==> config.mk <==
export PLATFORM = sky130hd
export DESIGN_NAME = imem_loader
export DESIGN_NICKNAME = d
export VERILOG_FILES = /design/src/rtl/imem_loader.sv
export SDC_FILE = /design/constraint.sdc
export NUM_CORES = 1
export LEC_CHECK = 0
export ABC_AREA = 1
export CAP_MARGIN = 0
export CORE_MARGIN = 3
export CORE_UTILIZATION = 55
export CTS_CLUSTER_DIAMETER = 150
export DETAILED_ROUTE_END_ITERATION = 6
export PLACE_DENSITY = 0.87
export SLEW_MARGIN = 5
export SYNTH_ARGS = -nofsm -noshare
export SYNTH_HDL_FRONTEND = slang
export SYNTH_SLANG_ARGS = --single-unit
==> constraint.sdc <==
create_clock -name i_clk -period 2.3 [get_ports i_clk]
set_input_delay 0.46 -clock i_clk [delete_from_list [all_inputs] [get_ports i_clk]]
set_output_delay 0.46 -clock i_clk [all_outputs]
set_load 0.1 [all_outputs]
==> src/rtl/imem_loader.sv <==
// Boot loader: length-prefixed little-endian byte stream -> sequential imem word writes, CPU held in reset until done.
// Optional trailing XOR checksum byte when IMEM_LOADER_CKSUM_EN is defined.
module imem_loader #(
  parameter int ADDR_W = 8
) (
  input  logic              i_clk,
  input  logic              i_rst,
  input  logic              i_start,
  input  logic              i_rx_valid,
  input  logic [7:0]        i_rx_data,
  output logic              o_rx_ready,
  output logic              o_imem_we,
  output logic [ADDR_W-1:0] o_imem_addr,
  output logic [31:0]       o_imem_wdata,
  output logic              o_cpu_rst,
  output logic              o_busy,
  output logic              o_done,
  output logic              o_err
);

  typedef enum logic [2:0] {
    S_IDLE,
    S_LEN0,
    S_LEN1,
    S_DATA,
`ifdef IMEM_LOADER_CKSUM_EN
    S_CKSUM,
`endif
    S_DONE,
    S_ERR
  } state_t;

  state_t            r_state, w_next, w_tail;
  logic [15:0]       r_len;
  logic [ADDR_W-1:0] r_idx;
  logic [1:0]        r_bcnt;
  logic [23:0]       r_word;
  logic              r_rx_ready, r_we, r_cpu_rst, r_done, r_err;
  logic [ADDR_W-1:0] r_addr;
  logic [31:0]       r_wdata;
  logic              w_busy_n, w_done_n, w_err_n;

  logic [15:0] w_n;
  logic        w_acc, w_ovf, w_last, w_word_done, w_start_ok;

  assign w_acc       = i_rx_valid && r_rx_ready;
  assign w_n         = {i_rx_data, r_len[7:0]};
  assign w_ovf       = {1'b0, w_n} > (17'd1 << ADDR_W);
  assign w_last      = 16'(r_idx) == (r_len - 16'd1);
  assign w_word_done = w_acc && (r_state == S_DATA) && (r_bcnt == 2'd3);
  assign w_start_ok  = i_start && (r_state == S_IDLE || r_state == S_DONE || r_state == S_ERR);

`ifdef IMEM_LOADER_CKSUM_EN
  logic [7:0] r_cksum;
  assign w_tail = S_CKSUM;
`else
  assign w_tail = S_DONE;
`endif

  // FSM: state register
  always_ff @(posedge i_clk or negedge i_rst) begin
    if (!i_rst) r_state <= S_IDLE;
    else        r_state <= w_next;
  end

  // FSM: next state
  always_comb begin
    w_next = r_state;
    case (r_state)
      S_IDLE, S_DONE, S_ERR: if (i_start) w_next = S_LEN0;
      S_LEN0: if (w_acc) w_next = S_LEN1;
      S_LEN1: if (w_acc) begin
        if (w_ovf)           w_next = S_ERR;
        else if (w_n == '0)  w_next = w_tail;
        else                 w_next = S_DATA;
      end
      S_DATA: if (w_word_done && w_last) w_next = w_tail;
`ifdef IMEM_LOADER_CKSUM_EN
      S_CKSUM: if (w_acc) w_next = (i_rx_data == r_cksum) ? S_DONE : S_ERR;
`endif
      default: w_next = S_IDLE;
    endcase
  end

  // FSM: outputs decoded from the next state so the registered copies line up with it
  always_comb begin
    w_done_n = (w_next == S_DONE);
    w_err_n  = (w_next == S_ERR);
    w_busy_n = (w_next == S_LEN0) || (w_next == S_LEN1) || (w_next == S_DATA)
`ifdef IMEM_LOADER_CKSUM_EN
            || (w_next == S_CKSUM)
`endif
            ;
  end

  always_ff @(posedge i_clk or negedge i_rst) begin
    if (!i_rst) begin
      r_rx_ready <= 1'b0;
      r_cpu_rst  <= 1'b1;
      r_done     <= 1'b0;
      r_err      <= 1'b0;
    end else begin
      r_rx_ready <= w_busy_n;
      r_cpu_rst  <= !w_done_n;
      r_done     <= w_done_n;
      r_err      <= w_err_n;
    end
  end

  // Datapath: length capture, word assembly, write port
  always_ff @(posedge i_clk or negedge i_rst) begin
    if (!i_rst) begin
      r_len   <= '0;
      r_idx   <= '0;
      r_bcnt  <= '0;
      r_word  <= '0;
      r_we    <= 1'b0;
      r_addr  <= '0;
      r_wdata <= '0;
`ifdef IMEM_LOADER_CKSUM_EN
      r_cksum <= '0;
`endif
    end else begin
      r_we <= w_word_done;
      if (w_word_done) begin
        r_addr  <= r_idx;
        r_wdata <= {i_rx_data, r_word};
      end
      if (w_start_ok) begin
        r_idx  <= '0;
        r_bcnt <= '0;
`ifdef IMEM_LOADER_CKSUM_EN
        r_cksum <= '0;
`endif
      end else if (w_acc) begin
        case (r_state)
          S_LEN0: r_len[7:0]  <= i_rx_data;
          S_LEN1: r_len[15:8] <= i_rx_data;
          S_DATA: begin
            r_word <= {i_rx_data, r_word[23:8]};
            r_bcnt <= r_bcnt + 2'd1;
`ifdef IMEM_LOADER_CKSUM_EN
            r_cksum <= r_cksum ^ i_rx_data;
`endif
            // index parks on the last word rather than wrapping
            if (r_bcnt == 2'd3 && !w_last) r_idx <= r_idx + ADDR_W'(1);
          end
          default: ;
        endcase
      end
    end
  end

  assign o_rx_ready   = r_rx_ready;
  assign o_busy       = r_rx_ready;
  assign o_imem_we    = r_we;
  assign o_imem_addr  = r_addr;
  assign o_imem_wdata = r_wdata;
  assign o_cpu_rst    = r_cpu_rst;
  assign o_done       = r_done;
  assign o_err        = r_err;

endmodule

==> flow_metrics.env, run 1 <==
export IMPL_postSynthCellCount=557
export IMPL_most_common_layout_cells="nand2_1 (186), dfrtp_1 (97), o21ai_0 (73)"
export IMPL_synth_area_um2=4587
export IMPL_viasPerCell=5.187
export IMPL_fin_util=0.6747
export IMPL_cts_htree_levels=3
export IMPL_nets=631
export IMPL_status="finished, final reports clean"
export IMPL_wl_per_cell_um=14.04
export IMPL_max_cap_viol_count=0
export IMPL_p_leak_nw=2.765
export IMPL_cts_setup_buffers=0
export IMPL_cts_tree="done"
export IMPL_cts_hold_buffers=0
export IMPL_hp_class="in -> async"
export IMPL_ys_ff_latch=98
export IMPL_yosysWarnings=0
export IMPL_postRouteAntennaNets=0
export IMPL_crit_family="simple AND/OR/NAND/NOR gates"
export IMPL_antenna_found_initial=0
export IMPL_dpl_worst_slack_ps=126.9
export IMPL_finalInstanceArea_um2=5349
export IMPL_portBuffers=57
export IMPL_multi_input_area_um2=1817
export IMPL_relSlewSlack=0.6838
export IMPL_power_density_nw_per_um2=1035
export IMPL_fmaxAchievable_mhz=483.7
export IMPL_peakVddDrop_mv=0.5519
export IMPL_critPathCaptureType="flop"
export IMPL_timing_hold_ws_ps=18.85
export IMPL_dp_hpwl_um=7515
export IMPL_first_global_vias=3638
export IMPL_cp_arrival_ps=2320
export IMPL_io_pins=58
export IMPL_path_cells="inv_1, ha_1, nand2_2, nor2_4, nand3_1, nand2_1, nand2_1, nor3_2, nand3_2, nand2_2, nand2_2, nand2_1, inv_1"
export IMPL_required_ps=2560
export IMPL_ff_latch_area_um2=2454
export IMPL_fillers=638
export IMPL_crit_fanout=6
export IMPL_worst_skew_pair_late_latency_ps=350
export IMPL_synth_top_area_frac=0.5292
export IMPL_rsz0062_at_grt="false"
export IMPL_hold_viol=0
export IMPL_placementRows=32
export IMPL_overflow=0
export IMPL_die_y_um=97.32
export IMPL_cts_sinks=98
export IMPL_dr_pass1_iters=4
export IMPL_drive_above_1_share=0.1645
export IMPL_cts_buffers=9
export IMPL_grt_start_max_net_pins=71
export IMPL_finalSetupTns_ps=0
export IMPL_layout_setup_ws_ps=232.6
export IMPL_cp_start_kind="flop"
export IMPL_timing_critical_path_buf_inv=2
export IMPL_yosys_top_cells_area="dfrtp_1 (53%), nand2_1 (15%), o21ai_0 (8.0%), inv_1 (5.2%), nand3_1 (2.5%)"
export IMPL_worstMarginPinSlew_ps=472.6
export IMPL_start_util=0.5786
export IMPL_die_w_um=97.32
export IMPL_finalClockSkew_ps=6.469
export IMPL_core_area_um2=7928
export IMPL_cts_repair_resize_count=0
export IMPL_critPathMaxStageDelay_ps=440
export IMPL_syn_to_final_growth_pct=16.61
export IMPL_diodes=0
export IMPL_cts_buffer_depth=2
export IMPL_drt_iter0_markers=197
export IMPL_dr_total_vias=3745
export IMPL_cts_root_buf="clkbuf_8"
export IMPL_clk_pin_slew_ps=90
export IMPL_worst_path_max_delay_cell="dfrtp_1"
export IMPL_setup_violations=0
export IMPL_synth_fp_nets=572
export IMPL_period_share=0.8989
export IMPL_placed_area_um2=5187
export IMPL_synth_distinct_cells=34
export IMPL_finalCriticalPeriod_ps=2067
export IMPL_drc=0
export IMPL_grt_use_total=0.2225
export IMPL_final_max_slew_viol_count=0
export IMPL_syn_avg_cell_area_um2=8.235
export IMPL_synth_area_leader_cell="dfrtp_1"
export IMPL_place_congestion=0.9120
export IMPL_grt_pass1_wl_um=17230
export IMPL_path_class="reg -> reg"
export IMPL_final_common_cell="nand2_1"
export IMPL_die_area_um2=9471
export IMPL_yosysSeqAreaShare=0.5349
export IMPL_wl_um=10130
-- state kept, by name, summed over array words and instances, names as in the netlist, 2 cells and up --
signal,cells
r_bcnt,2
o_imem_addr,8
r_word,24
r_len,16
r_state,3
o_imem_wdata,32
r_idx,8
-- through the flow --
| step | power [mW] | instances |
|---|---|---|
| 2_1_floorplan | 4.039 | 557 |
| 3_3_place_gp | 4.524 | 707 |
| 3_5_place_dp | 4.596 | 707 |
| 4_1_cts | 5.557 | 722 |
| 5_1_grt | 5.966 | 722 |
| 6_report | 5.534 | 722 |
-- kinds of logic (layout without fill, tap and decap cells) --
group,Yosys count,after routing,synth area share
AO/OA/AOI/OAI,86,86,0.1017
XOR/XNOR,7,7,0.01337
adder cells (fa/ha/maj),3,3,0.008184
buffers and inverters,84,147,0.07010
flip-flops,98,98,0.5349
AND/OR/NAND/NOR,279,279,0.2717
-- path summary, 6_finish.rpt --
kind                       slack, ps  depth (start not counted)      start               end
setup reg to reg                 230                         13   r_len[1]             o_err
hold / removal                    20                          1      i_rst             o_err
hold reg to reg                  480                          2  r_word[1]   o_imem_wdata[1]
min in group i_clk               480                          2  r_word[1]   o_imem_wdata[1]
max in group asynchronous       1600                          2      i_rst  o_imem_wdata[12]
setup / recovery                 230                         13   r_len[1]             o_err
-- per-layer routing --
| layer | vias to the layer above | share of wire | GRT usage |
|---|---|---|---|
| li1 | 1870 | - | - |
| met1 | 1772 | 0.46 | 0.3044 |
| met2 | 89 | 0.48 | 0.3673 |
| met3 | 14 | 0.043 | 0.03518 |
| met4 | 0 | 0.018 | 0.07029 |
| met5 | - | 0 | 0 |
-- cell usage after synthesis --
cell type,count
a21boi_2,1
nor2_1,26
nor2_4,4
nor4_1,2
xnor2_1,2
ha_1,3
o21ai_0,73
o211ai_1,1
clkbuf_1,14
nor3_2,1
buf_4,1
a21oi_1,3
a21boi_0,1
nand3_4,1
nand3b_1,3
nor2_2,7
nor3_1,5
nor2_8,1
inv_1,64
a22oi_1,1
inv_2,2
nand2_1,186
clkinv_1,1
dfrtp_1,97
and2_1,1
nand3_2,1
nand2_2,6
nand3_1,23
xor2_1,5
dfstp_2,1
nand2_4,2
buf_2,2
nand4_1,10
o21ai_2,6
-- where the power goes --
part           switching, mW  internal (mW)
Clock                  0.573          0.391
Combinational           1.48          0.660
Sequential             0.327           2.10
-- area by class of cell --
type | count | share of cell area
clock buffer | 11 | 0.02456
timing repair buffer | 65 | 0.1006
inverter | 67 | 0.04702
sequential | 98 | 0.4587
clock inverter | 4 | 0.005614
multi-input combinational | 375 | 0.3396
tap | 102 | 0.02386
Note: power is estimated with default switching activity, not from simulation.
==> inputs of run 2 (changes only) <==
Settings changed: HOLD_SLACK_MARGIN set to 0.05.
==> flow_metrics.env, run 2 (synthesized netlist as in run 1, its figures left out) <==
export IMPL_status="finished, final reports clean"
export IMPL_cts_setup_buffers=0
export IMPL_cts_htree_levels=3
export IMPL_dr_total_vias=3753
export IMPL_swShare=0.4302
export IMPL_cts_repair_resize_count=0
export IMPL_start_util=0.5786
export IMPL_worstMarginPinSlew_ps=468.4
export IMPL_die_y_um=97.32
export IMPL_cts_hold_buffers=1
export IMPL_rsz0062_at_grt="false"
export IMPL_nets=632
export IMPL_postRouteAntennaNets=0
export IMPL_switchingPower_mw=2.381
export IMPL_max_cap_viol_count=0
export IMPL_clk_pin_slew_ps=90
export IMPL_drive_above_1_share=0.1643
export IMPL_cts_root_buf="clkbuf_8"
export IMPL_grt_pass1_wl_um=17240
export IMPL_finalClockSkew_ps=6.641
export IMPL_cts_sinks=98
export IMPL_cts_tree="done"
export IMPL_hp_class="reg -> reg"
export IMPL_clock_power_share=0.174
export IMPL_wl_per_cell_um=14.05
export IMPL_grt_use_total=0.2227
export IMPL_viasPerCell=5.191
export IMPL_syn_to_final_growth_pct=16.83
export IMPL_path_class="reg -> reg"
export IMPL_wl_um=10160
export IMPL_critPathCaptureType="flop"
export IMPL_finalCriticalPeriod_ps=2066
export IMPL_worst_skew_pair_late_latency_ps=360
export IMPL_antenna_found_initial=0
export IMPL_period_share=0.8982
export IMPL_largest_reg_flops=32
export IMPL_cp_arrival_ps=2320
export IMPL_first_global_vias=3645
export IMPL_dr_pass1_iters=5
export IMPL_cts_buffer_depth=2
export IMPL_finalSetupTns_ps=0
export IMPL_relSlewSlack=0.6866
export IMPL_die_w_um=97.32
export IMPL_cp_start_kind="flop"
export IMPL_grt_start_max_net_pins=71
export IMPL_final_max_slew_viol_count=0
export IMPL_place_congestion=0.9120
export IMPL_core_area_um2=7928
export IMPL_power_share_combinational=0.387
export IMPL_crit_fanout=6
export IMPL_drc=0
export IMPL_timing_hold_ws_ps=479.6
export IMPL_most_common_layout_cells="nand2_1 (186), dfrtp_1 (97), o21ai_0 (73)"
export IMPL_diodes=0
export IMPL_overflow=0
export IMPL_internal_power_mw=3.153
export IMPL_layout_setup_ws_ps=234.2
export IMPL_dp_hpwl_um=7515
export IMPL_dpl_worst_slack_ps=126.9
export IMPL_p_leak_nw=2.769
export IMPL_fmaxAchievable_mhz=484.1
export IMPL_fin_util=0.6760
export IMPL_placementRows=32
export IMPL_drt_iter0_markers=216
export IMPL_power_density_nw_per_um2=1033
export IMPL_required_ps=2560
export IMPL_peakVddDrop_mv=0.5514
export IMPL_hold_viol=0
export IMPL_final_common_cell="nand2_1"
export IMPL_p_seq_frac=0.439
export IMPL_die_area_um2=9471
export IMPL_io_pins=58
export IMPL_cts_buffers=9
export IMPL_setup_violations=0
export IMPL_portBuffers=57
==> run 2: worst max-delay path, cell delays in order, from the launching register on <==
cell and delay (ps):
dfrtp_1 440, inv_1 90, ha_1 220, nand2_2 100, nor2_4 180, nand3_1 140, nand2_1 90, nand2_1 70
nor3_2 160, nand3_2 150, nand2_2 110, nand2_2 90, nand2_1 90, inv_1 50
==> run 2: layout make-up <==
class | count | area [um^2]
clock buffer | 11 | 131.4
clock inverter | 4 | 30.03
fill | 635 | 2569
inverter | 67 | 251.5
multi-input combinational | 375 | 1817
sequential | 98 | 2454
tap | 102 | 127.6
timing repair buffer | 66 | 548.0
==> run 2: path summary, 6_finish.rpt <==
check,startpoint,endpoint,slack [ps],cells after the start
worst max-delay path,r_len[1],o_err,230,13
worst min-delay path,r_word[1],o_imem_wdata[1],480,2
worst max register to register,r_len[1],o_err,230,13
worst min register to register,r_word[1],o_imem_wdata[1],480,2
max in group asynchronous,i_rst,o_imem_wdata[12],1060,3
min in group asynchronous,i_rst,o_err,570,2
==> run 2: stage by stage <==
stage	std cells	power [mW]	area [um^2]
3_3_place_gp	707	4.524	5187
6_report	723	5.534	5359
2_1_floorplan	557	4.039	4587
4_1_cts	723	5.559	5359
5_1_grt	723	5.967	5359
3_5_place_dp	707	4.596	5187
==> run 2: metal layers <==
layer	global-route usage	vias to the layer above	part of all wire	routed length, um
li1	-	1874	-	-
met1	0.3039	1775	0.45	4620
met2	0.3684	90	0.48	4920
met3	0.03518	14	0.043	435
met4	0.07029	0	0.018	182
met5	0	-	0	0
==> run 2: power groups by stage <==
stage / Combinational (mW) / Clock [mW] / Sequential, mW
after global routing: 2.43 / 1.06 / 2.48
after detailed placement: 2.14 / 0 / 2.46
final: 2.14 / 0.962 / 2.43
after CTS: 2.15 / 0.983 / 2.42
after global placement: 2.09 / 0 / 2.44
after floorplan: 1.45 / 0 / 2.59
